**src/rtl/fetch_queue.sv**
```systemverilog
// fetch_queue: PC generator, MEM_LAT-stage imem request tracker and DEPTH-entry
// instruction queue feeding decode. Define FETCH_QUEUE_PERF_EN for perf counters.
module fetch_queue #(
  parameter int          DEPTH    = 4,
  parameter int          MEM_LAT  = 1,
  parameter logic [31:0] RESET_PC = 32'h00400000
) (
  input  logic                       clk,
  input  logic                       rst_n,
  input  logic                       global_en,
  output logic                       imem_req,
  output logic [31:0]                imem_raddr,
  input  logic [31:0]                imem_rdata,
  input  logic                       redirect,
  input  logic [31:0]                redirect_pc,
  output logic                       out_valid,
  input  logic                       out_ready,
  output logic [31:0]                out_pc,
  output logic [31:0]                out_pcadd4,
  output logic [31:0]                out_inst,
`ifdef FETCH_QUEUE_PERF_EN
  output logic [31:0]                perf_stall_cnt,
  output logic [31:0]                perf_redirect_cnt,
`endif
  output logic [$clog2(DEPTH+1)-1:0] count
);

  localparam int          PTR_W = $clog2(DEPTH);
  localparam int          CNT_W = $clog2(DEPTH+1);
  localparam int          OCC_W = CNT_W + 3;
  localparam logic [31:0] NOP   = 32'h00000013;

  logic [31:0]        fetch_pc;
  logic [MEM_LAT-1:0] vld_p;
  logic [31:0]        pc_p [MEM_LAT];
  logic [31:0]        q_pc     [DEPTH];
  logic [31:0]        q_pcadd4 [DEPTH];
  logic [31:0]        q_inst   [DEPTH];
  logic [PTR_W-1:0]   rd_ptr;
  logic [PTR_W-1:0]   wr_ptr;
  logic [OCC_W-1:0]   occ;
  logic               issue;
  logic               push;
  logic               pop;

  // Credit = queued entries plus requests still travelling through memory.
  always_comb begin
    occ = OCC_W'(count);
    for (int i = 0; i < MEM_LAT; i++) begin
      occ = occ + OCC_W'(vld_p[i]);
    end
  end

  assign issue      = rst_n && global_en && !redirect && (occ < OCC_W'(DEPTH));
  assign push       = global_en && !redirect && vld_p[MEM_LAT-1];
  assign pop        = global_en && !redirect && out_valid && out_ready;
  assign imem_req   = issue;
  assign imem_raddr = fetch_pc;

  // Stage p0..p(MEM_LAT-1): request tracking alongside the imem pipeline.
  always_ff @(posedge clk or negedge rst_n) begin
    if (!rst_n) begin
      fetch_pc <= RESET_PC;
      vld_p    <= '0;
      rd_ptr   <= '0;
      wr_ptr   <= '0;
      count    <= '0;
    end else if (global_en) begin
      if (redirect) begin
        fetch_pc <= redirect_pc;
        vld_p    <= '0;
        rd_ptr   <= '0;
        wr_ptr   <= '0;
        count    <= '0;
      end else begin
        if (issue) fetch_pc <= fetch_pc + 32'd4;
        vld_p[0] <= issue;
        for (int i = 1; i < MEM_LAT; i++) begin
          vld_p[i] <= vld_p[i-1];
        end
        if (push) wr_ptr <= wr_ptr + PTR_W'(1);
        if (pop)  rd_ptr <= rd_ptr + PTR_W'(1);
        count <= count + CNT_W'(push) - CNT_W'(pop);
      end
    end
  end

  always_ff @(posedge clk) begin
    if (global_en) begin
      pc_p[0] <= fetch_pc;
      for (int i = 1; i < MEM_LAT; i++) begin
        pc_p[i] <= pc_p[i-1];
      end
      if (push) begin
        q_pc[wr_ptr]     <= pc_p[MEM_LAT-1];
        q_pcadd4[wr_ptr] <= pc_p[MEM_LAT-1] + 32'd4;
        q_inst[wr_ptr]   <= imem_rdata;
      end
    end
  end

  // Queue head: registered storage, masked to reset values when empty.
  assign out_valid  = (count != CNT_W'(0));
  assign out_pc     = out_valid ? q_pc[rd_ptr]     : 32'h0;
  assign out_pcadd4 = out_valid ? q_pcadd4[rd_ptr] : 32'h0;
  assign out_inst   = out_valid ? q_inst[rd_ptr]   : NOP;

`ifdef FETCH_QUEUE_PERF_EN
  always_ff @(posedge clk or negedge rst_n) begin
    if (!rst_n) begin
      perf_stall_cnt    <= 32'h0;
      perf_redirect_cnt <= 32'h0;
    end else if (global_en) begin
      if (!out_valid) perf_stall_cnt    <= perf_stall_cnt + 32'd1;
      if (redirect)   perf_redirect_cnt <= perf_redirect_cnt + 32'd1;
    end
  end
`endif

endmodule

```
**config.mk**
```make
export PLATFORM = sky130hd
export DESIGN_NAME = fetch_queue
export DESIGN_NICKNAME = d
export VERILOG_FILES = /design/src/rtl/fetch_queue.sv
export SDC_FILE = /design/constraint.sdc
export NUM_CORES = 1
export LEC_CHECK = 0
export BUFFER_PORTS_ARGS = -buffer_cell sky130_fd_sc_hd__buf_4
export CAP_MARGIN = 15
export CELL_PAD_IN_SITES_DETAIL_PLACEMENT = 0
export CELL_PAD_IN_SITES_GLOBAL_PLACEMENT = 2
export CORE_ASPECT_RATIO = 0.7
export CORE_MARGIN = 5
export CORE_UTILIZATION = 41
export DETAILED_ROUTE_END_ITERATION = 12
export GPL_TIMING_DRIVEN = 0
export PLACE_DENSITY = 0.84
export REMOVE_ABC_BUFFERS = 1
export SYNTH_ARGS = -nofsm -noshare
export SYNTH_HDL_FRONTEND = slang
export SYNTH_SLANG_ARGS = --single-unit
```
**constraint.sdc**
```tcl
create_clock -name clk -period 6.9 [get_ports clk]
set_clock_uncertainty 0.1 [all_clocks]
set_input_delay 0.69 -clock clk [delete_from_list [all_inputs] [get_ports clk]]
set_output_delay 0.69 -clock clk [all_outputs]
set_load 0.02 [all_outputs]
```
==> impl_metrics.tcl, run 1 <==
set metrics [dict create \
    die_h_um 187 \
    crit_type "flip-flop to output pin" \
    p_sw_share_pct 28.3 \
    cts_setup_buffers 0 \
    setup_ws_ns 3.18 \
    via_count 9996 \
    drive_gt1_share_pct 33.1 \
    cap_violations 0 \
    place_inst 1775 \
    hp-class "input port to async pin" \
    clk_path_buf_depth 3 \
    rsz0062_at_grt "false" \
    clock-sinks 448 \
    p_sw_w 0.00212 \
    fin_cells 1858 \
    boundaryPins 202 \
    antenna_found_initial 2 \
    power.density_mw_per_mm2 337 \
    async_flop_share_pct 8.93 \
    worst_setup_path_end_kind "output pin" \
    crit_buf_inv 2 \
    cts_root_buffer "clkbuf_16" \
    grt_remaining_overflow 0 \
    io_buffer_count 201 \
    core_mm2 0.0447 \
    postSynthCellCount 1012 \
    vias_per_cell 5.38 \
    cpPeakStageDelay_ns 0.63 \
    status "complete, no violations" \
    crit_arrival_ns 2.93 \
    place_ws_ns 2.68 \
    synth.largest_area_cell "edfxtp_1" \
    nNetsFinal 1299 \
    cts_tree "yes" \
    insertion_delay_ns 0.55 \
    cp.required_ns 6.11 \
    die_area_mm2 0.0493 \
    antennaDiodeCount 0 \
    mostFrequentLayoutCell "edfxtp_1" \
    max_slew.worst_pin.slew_ns 0.991 \
    fmax_mhz 269 \
    die_x_um 263 \
    pwr-share-comb_pct 24.2 \
    grt_pass1_wl_um 64800 \
    p_int_w 0.00537 \
    path_cells "ha_1 > o211ai_1 > a22o_1 > nand2_1 > inv_1 > buf_4" \
    yosysTopAreaCellShare_pct 66.6 \
    final_cell_mix "edfxtp_1 (408), buf_4 (202), and2_1 (96)" \
    hold_viol_final 0 \
    hold_buffers 0 \
    slew_viol_final 0 \
    ys_seq_area_share_pct 72.0 \
    wl_per_cell_um 22.7 \
    synth_top_flop_cell "edfxtp_1" \
    drt-total-wl_um 42100 \
    path_clk_slew_ns 0.06 \
    rows 65 \
    grt_pass1_vias 10353 \
    finalCritPeriodShare_pct 53.9 \
    synth_area_leaders "edfxtp_1 (67%), mux4_2 (12%), dfrtp_1 (5.3%)" \
    pwr-share-clk_pct 31.4 \
    area_delta_synth_final_pct 20.5 \
    total_leakage_power_nw 7.55 \
    synth.avg_cell_area_um2 18.2 \
    drcViolationCount 0 \
    final.fill_count 3802 \
    postRouteAntennaNets 0 \
    grt_start_max_net_pins 85 \
    first_pass_iters 5 \
    critical_path.top_delay_family "compound AO/OA/AOI/OAI gates" \
    synth.cell_area_mm2 0.0184 \
    drt_iter0_drc 789 \
    ctsResizeCount 0 \
    gp_congestion 0.742 \
    ys_ff_latch 448 \
    ys_warn_count 0 \
    critPathMaxFanout 16 \
    h-tree-depth 2 \
    critPathLaunch "count[1]" \
    maxSlewHeadroom_pct 33.9 \
    reg2reg_from "count[1]" \
    period_minus_slack_ns 3.72 \
    dp_hpwl_um 26500 \
    setup_violations 0 \
    start_util_pct 41.2 \
    synth-edff-count 408 \
    slowest_stage "a22o_1" \
    peakVddDrop_v 0.000196 \
    ys_types 64 \
    grt_usage_pct 16.9 \
    cts_buffers 44 \
    power_frac_seq_pct 44.4 \
    worst_setup_path_start_kind "flip-flop" \
]
==> flip-flops by register name (all words and copies together), names as in the netlist <==
name / count
count: 3
imem_raddr: 32
pc_p: 32
q_inst: 128
q_pc: 124
q_pcadd4: 124
rd_ptr: 2
vld_p: 1
wr_ptr: 2
==> cells in the mapped netlist, drive strengths merged (9+ instances only) <==
cell      n
edfxtp  408
and2     99
mux4     94
dfrtp    39
o22ai    31
nand2    30
clkbuf   29
nand3    28
buf      25
xnor2    23
nor3     22
a21oi    19
nor2     19
inv      18
nand4    15
and3     14
and4     12
ha        9
mux2i     9
==> through the flow <==
step	total power (W)	setup TNS, ns	instance area (um2)	hold slack (ns)	util [%]
2_1_floorplan	0.00454	0	18100	0.294	-
3_5_place_dp	0.00524	0	20700	0.371	46.3
5_1_grt	0.00786	0	22200	0.0678	49.6
4_1_cts	0.00761	0	22100	0.0443	49.5
3_3_place_gp	0.00535	-182.01	20400	0.357	45.5
6_report	0.00749	0	22200	0.0441	49.6
==> worst paths after layout <==
path / endpoint / slack [ns] / cells after the start
min: imem_raddr[15] / 0.04 / 1
min reg2reg: pc_p[0][0] / 0.39 / 0
max: imem_req / 3.18 / 6
max in group asynchronous: rd_ptr[0] / 6.19 / 1
min in group clk: q_inst[2][30] / 0.24 / 1
max reg2reg: count[2] / 3.89 / 11
==> per-layer routing <==
layer  share of wire (%)  track usage [%]  vias to the layer above
met4                 1.2             2.82                        4
met5               0.069                0                        -
met3                 6.2             3.88                       53
met1                  45             24.9                     5184
met2                  47             26.6                      286
li1                    -                -                     4469
==> power by group through the flow <==
stage	Sequential (W)	Combinational, W	Clock, W
after global placement	0.00357	0.00178	0
after detailed placement	0.00338	0.00185	0
after CTS	0.00333	0.00186	0.00242
after floorplan	0.00346	0.00108	0
after global routing	0.00335	0.00196	0.00255
final	0.00332	0.00181	0.00235
==> worst reg2reg max path, cell delays in order (launching register included) <==
cell and delay, ns:
dfrtp_1 0.48, nor3_1 0.58, inv_4 0.29, nand2_1 0.22, nor2_1 0.06, ha_1 0.29
inv_1 0.06, ha_1 0.12, inv_1 0.04, fa_1 0.38, xnor2_1 0.16, o22ai_1 0.08
==> cells by family after synthesis <==
kind of cell,count (synthesis),synth area share [%]
adder cells (fa/ha/maj),10,0.721
buffers and inverters,72,2.00
flip-flops,448,72.0
AND/OR/NAND/NOR,263,8.67
multiplexers,105,12.1
XOR/XNOR,29,1.38
AO/OA/AOI/OAI,85,3.12
==> cell type report <==
cell class | count | area [um2] | area share, %
clock buffers | 56 | 1220 | 5.49
clock inverters | 25 | 201 | 0.908
inverters | 18 | 70.1 | 0.316
multi-input cells | 492 | 4810 | 21.7
flip-flops and latches | 448 | 13300 | 59.8
well taps | 603 | 754 | 3.40
repair buffers | 216 | 1870 | 8.44
Power figures use the tool's default switching activity.
==> inputs of run 2 (changes only) <==
--- a/config.mk
+++ b/config.mk
@@ -5,16 +5,17 @@
 export SDC_FILE = /design/constraint.sdc
 export NUM_CORES = 1
 export LEC_CHECK = 0
+export ABC_AREA = 1
 export BUFFER_PORTS_ARGS = -buffer_cell sky130_fd_sc_hd__buf_4
 export CAP_MARGIN = 15
 export CELL_PAD_IN_SITES_DETAIL_PLACEMENT = 0
 export CELL_PAD_IN_SITES_GLOBAL_PLACEMENT = 2
 export CORE_ASPECT_RATIO = 0.7
 export CORE_MARGIN = 5
-export CORE_UTILIZATION = 41
+export CORE_UTILIZATION = 39
 export DETAILED_ROUTE_END_ITERATION = 12
 export GPL_TIMING_DRIVEN = 0
-export PLACE_DENSITY = 0.84
+export PLACE_DENSITY = 0.89
 export REMOVE_ABC_BUFFERS = 1
 export SYNTH_ARGS = -nofsm -noshare
 export SYNTH_HDL_FRONTEND = slang
==> constraint.sdc (replaced) <==
create_clock -name clk -period 3.7 [get_ports clk]
set_clock_uncertainty 0.1 [all_clocks]
set_input_delay 0.37 -clock clk [delete_from_list [all_inputs] [get_ports clk]]
set_output_delay 0.37 -clock clk [all_outputs]
set_load 0.02 [all_outputs]
==> impl_metrics.tcl, run 2 <==
set metrics [dict create \
    status "complete, no violations" \
    first_pass_iters 5 \
    power.density_mw_per_mm2 546 \
    max_slew.worst_pin.slew_ns 0.960 \
    gp_congestion 0.820 \
    cap_violations 0 \
    cp.required_ns 3.23 \
    final.setup.tns_ns 0 \
    grt_remaining_overflow 0 \
    mostFrequentLayoutCell "nor2_1" \
    drt_iter0_drc 936 \
    ys_seq_area_share_pct 69.7 \
    rows 67 \
    hold_viol_final 0 \
    total_leakage_power_nw 8.70 \
    synth.avg_cell_area_um2 11.0 \
    wl_per_cell_um 18.9 \
    die_area_mm2 0.0533 \
    synth.cell_area_mm2 0.0190 \
    grt_start_max_net_pins 98 \
    area_delta_synth_final_pct 23.7 \
    ys_types 41 \
    finalCritPeriodShare_pct 93.6 \
    nNetsFinal 2049 \
    reg_top3 "q_inst x128, q_pc x124, q_pcadd4 x124" \
    postPlaceCellArea_mm2 0.0216 \
    drt-total-wl_um 50400 \
    grt_pass1_wl_um 76500 \
    regMostFlops "q_inst" \
    cts_tree "yes" \
    start_util_pct 39.6 \
    setup_violations 0 \
    synth-edff-count 408 \
    fmax_mhz 289 \
    crit_type "flip-flop to output pin" \
    synth_top_flop_cell "edfxtp_1" \
    largest_reg_flops 128 \
    die_h_um 195 \
    worst_setup_path_end_kind "output pin" \
    grt_usage_pct 18.2 \
    ys_ff_latch 448 \
    final_util_pct 48.9 \
    yosysTopAreaCellShare_pct 64.4 \
    grt_pass1_vias 12963 \
    ys_warn_count 0 \
    postLayoutCellArea_mm2 0.0235 \
    critPathMaxFanout 98 \
    worst_setup_path_start_kind "flip-flop" \
    antenna_found_initial 0 \
    async_flop_share_pct 8.93 \
    die_x_um 274 \
    via_count 13161 \
    h-tree-depth 2 \
    io_buffer_count 201 \
    drcViolationCount 0 \
    clock-sinks 448 \
    boundaryPins 202 \
    maxSlewHeadroom_pct 35.9 \
    clk_path_buf_depth 3 \
    slew_viol_final 0 \
    cts_buffers 45 \
    hp-class "input port to flip-flop" \
    postRouteAntennaNets 0 \
    synth.most_common_cell "nor2_1" \
    peakVddDrop_v 0.000243 \
    synth_common_cells "nor2_1 (474), edfxtp_1 (408), nand2_1 (209)" \
    synth.largest_area_cell "edfxtp_1" \
    cts_root_buffer "clkbuf_16" \
    vias_per_cell 4.95 \
    dp_hpwl_um 31000 \
    crit_arrival_ns 2.99 \
    holdWs_ns 0.0404 \
    period_minus_slack_ns 3.46 \
    path_clk_slew_ns 0.06 \
    rsz0062_at_grt "false" \
    antennaDiodeCount 0 \
    final_cell_mix "nor2_1 (470), edfxtp_1 (408), nand2_1 (209)" \
    drive_gt1_share_pct 16.5 \
    insertion_delay_ns 0.56 \
    postSynthCellCount 1736 \
    synth_area_leaders "edfxtp_1 (64%), nor2_1 (9.4%), o21ai_0 (5.4%)" \
    core_mm2 0.0480 \
]
==> run 2: worst max-delay path, cell delays in order (launching register included) <==
cell and delay (ns):
dfrtp_4 0.61, buf_16 0.27, buf_16 0.25, inv_16 0.28, buf_16 0.27, o21ai_0 0.17, a21oi_2 0.30, buf_4 0.20
==> run 2: layout make-up <==
cell class | count | area, um2
Sequential cell | 448 | 13300
Inverter | 66 | 272
Timing Repair Buffer | 273 | 2540
Tap cell | 655 | 820
Fill cell | 4255 | 24500
Clock buffer | 51 | 1160
Multi-Input combinational cell | 1136 | 5170
Clock inverter | 32 | 287
==> run 2: logic make-up after synthesis <==
| kind of cell | Yosys count | synth area share, % |
|---|---|---|
| xor gates and xnor gates | 29 | 1.34 |
| buffers and inverters | 152 | 3.30 |
| DFF | 448 | 69.7 |
| adders and majority gates | 10 | 0.698 |
| and+or+nand+nor | 770 | 16.1 |
| AOI/OAI and AO/OA | 325 | 8.73 |
| muxes | 2 | 0.118 |
==> run 2: final timing paths <==
| path | slack, ns | cells after the start | end | startpoint |
|---|---|---|---|---|
| max | 0.24 | 7 | out_pcadd4[29] | rd_ptr[0] |
| min | 0.04 | 3 | imem_raddr[6] | redirect_pc[6] |
| max reg2reg | 1.04 | 9 | count[2] | count[1] |
| min reg2reg | 0.38 | 0 | pc_p[0][1] | imem_raddr[1] |
| max in group asynchronous | 2.82 | 2 | rd_ptr[1] | rst_n |
| min in group asynchronous | 0.25 | 2 | imem_raddr[15] | rst_n |
==> run 2: routing by layer <==
layer | GRT usage, % | part of all wire [%] | vias up
met5 | 0 | 0 | -
met4 | 3.59 | 1.7 | 0
met3 | 3.96 | 5.9 | 58
met2 | 29.4 | 46 | 293
met1 | 25.7 | 46 | 6362
li1 | - | - | 6448
==> run 2: stage by stage <==
stage / total power, W / worst slack, ns / instances
6_report: 0.0128 / 0.238 / 2661
2_1_floorplan: 0.00730 / -3.85 / 1650
4_1_cts: 0.0129 / 0.000336 / 2658
5_1_grt: 0.0134 / 0.100 / 2661
3_3_place_gp: 0.00830 / -10.47 / 2506
3_5_place_dp: 0.00839 / 0.137 / 2537
==> run 2: repair_timing <==
action / in CTS / in global routing
setup buffers: 1 / 1
endpoints found under the setup margin: 46 / 20
hold buffers: 37 / 0
gates cloned: 0 / 2
gates resized for setup: 4 / 0
hold endpoints to repair: 171 / 0
==> run 2: power breakdown <==
part / total (W) / switching, W / internal, W
registers: 0.00612 / 0.000320 / 0.00580
logic: 0.00226 / 0.00144 / 0.000819
clock network: 0.00446 / 0.00191 / 0.00255
total: 0.0128 / 0.00367 / 0.00917
==> inputs of run 3 (changes only) <==
--- a/config.mk
+++ b/config.mk
@@ -13,6 +13,7 @@
 export CORE_ASPECT_RATIO = 0.7
 export CORE_MARGIN = 5
 export CORE_UTILIZATION = 39
+export CTS_BUF_LIST = sky130_fd_sc_hd__clkbuf_8 sky130_fd_sc_hd__clkbuf_16
 export DETAILED_ROUTE_END_ITERATION = 12
 export GPL_TIMING_DRIVEN = 0
 export PLACE_DENSITY = 0.89
==> impl_metrics.tcl, run 3 (synthesized netlist as in run 2, its figures left out) <==
set metrics [dict create \
    cap_violations 0 \
    postPlaceCellArea_mm2 0.0216 \
    maxSlewHeadroom_pct 35.4 \
    die_h_um 195 \
    crit_arrival_ns 3.00 \
    wl_per_cell_um 18.9 \
    die_area_mm2 0.0533 \
    period_minus_slack_ns 3.47 \
    setup_violations 0 \
    mostFrequentLayoutCell "nor2_1" \
    critPathLaunch "rd_ptr[0]" \
    status "complete, no violations" \
    drcViolationCount 0 \
    multi_input_area_mm2 0.00517 \
    via_count 13200 \
    vias_per_cell 4.96 \
    grt_start_max_net_pins 98 \
    cts_root_buffer "clkbuf_16" \
    postLayoutCellArea_mm2 0.0235 \
    cts_buffers 45 \
    rows 67 \
    grt_pass1_vias 12964 \
    crit_path_frequent_cell "buf_16" \
    boundaryPins 202 \
    critical_path.top_delay_family "buffers and inverters" \
    cts_tree "yes" \
    grt_usage_pct 18.2 \
    grt_pass1_wl_um 76500 \
    clk_path_buf_depth 3 \
    path_clk_slew_ns 0.06 \
    insertion_delay_ns 0.56 \
    largest_reg_flops 128 \
    power.density_mw_per_mm2 545 \
    area_delta_synth_final_pct 23.7 \
    final_cell_mix "nor2_1 (470), edfxtp_1 (408), nand2_1 (209)" \
    path_cells "buf_16 > buf_16 > inv_16 > buf_16 > o21ai_0 > a21oi_2 > buf_4" \
    dp_hpwl_um 31000 \
    r2r_cells 9 \
    peakVddDrop_v 0.000243 \
    worst_setup_path_end_kind "output pin" \
    hold_viol_final 0 \
    die_x_um 274 \
    fmax_mhz 288 \
    first_pass_iters 5 \
    reg_top3 "q_inst x128, q_pc x124, q_pcadd4 x124" \
    holdPathStages 3 \
    max_slew.worst_pin.slew_ns 0.967 \
    rsz0062_at_grt "false" \
    antennaDiodeCount 0 \
    hp-class "input port to flip-flop" \
    regMostFlops "q_inst" \
    postRouteAntennaNets 0 \
    final.fill_count 4255 \
    core_mm2 0.0480 \
    finalCritPeriodShare_pct 93.8 \
    nNetsFinal 2049 \
    seqCellArea_mm2 0.0133 \
    slew_viol_final 0 \
    final.setup.tns_ns 0 \
    worstSetupPathDepth 7 \
    slowest_stage "dfrtp_4" \
    io_buffer_count 201 \
    hp-start "redirect_pc[6]" \
    cp.required_ns 3.23 \
    grt_remaining_overflow 0 \
    reg2reg_from "count[1]" \
    gp_congestion 0.820 \
    critPathMaxFanout 98 \
    final_util_pct 48.9 \
    cpPeakStageDelay_ns 0.61 \
    crit_buf_inv 5 \
    power_w 0.0128 \
    h-tree-depth 2 \
    worst_setup_path_start_kind "flip-flop" \
    antenna_found_initial 0 \
    total_leakage_power_nw 8.72 \
    start_util_pct 39.6 \
    drive_gt1_share_pct 16.5 \
    clock-sinks 448 \
    drt_iter0_drc 923 \
    drt-total-wl_um 50300 \
    crit_type "flip-flop to output pin" \
]
## run 3: cell type report
cell class              count  area share, %
multi-input cells        1136           22.0
clock buffers              46           4.85
clock inverters            37           1.30
well taps                 655           3.49
repair buffers            273           10.8
flip-flops and latches    448           56.4
inverters                  66           1.15
## run 3: worst min-delay path, delay by kind of cell
family	cells	cell delay (ns)
buffers and inverters	1	0.09
AOI/OAI and AO/OA	2	0.19
## run 3: power by group
group	switching [W]	leakage (nW)	internal (W)
Clock	0.00191	0.727	0.00254
Combinational	0.00144	3.79	0.000819
Sequential	0.000321	4.20	0.00580
## run 3: per-layer routing
| metal | vias up | routed length, um | track usage (%) |
|---|---|---|---|
| met2 | 316 | 23100 | 29.3 |
| li1 | 6453 | - | - |
| met5 | - | 0 | 0 |
| met3 | 60 | 3130 | 3.96 |
| met4 | 0 | 857 | 3.59 |
| met1 | 6371 | 23300 | 25.7 |
## run 3: worst paths after layout
| check | to | slack, ns |
|---|---|---|
| setup / recovery | out_pcadd4[29] | 0.23 |
| hold reg to reg | pc_p[0][1] | 0.38 |
| max in group asynchronous | rd_ptr[1] | 2.82 |
| hold / removal | imem_raddr[6] | 0.04 |
| min in group asynchronous | imem_raddr[15] | 0.25 |
| setup reg to reg | count[2] | 1.02 |
## run 3: timing repair
| item | CTS | global route |
|---|---|---|
| hold buffers | 37 | 0 |
| setup endpoints to repair | 46 | 20 |
| setup buffers | 1 | 1 |
| gates cloned | 0 | 2 |
| gates resized for setup | 4 | 0 |
| hold endpoints to repair | 171 | 0 |
## run 3: per-stage QoR
stage,setup slack (ns),hold WS [ns],std cells
3_3_place_gp,-10.47,0.312,2506
3_5_place_dp,0.137,0.317,2537
6_report,0.231,0.0400,2661
4_1_cts,0.000336,0.0139,2658
2_1_floorplan,-3.85,-0.0256,1650
5_1_grt,0.100,0.0376,2661
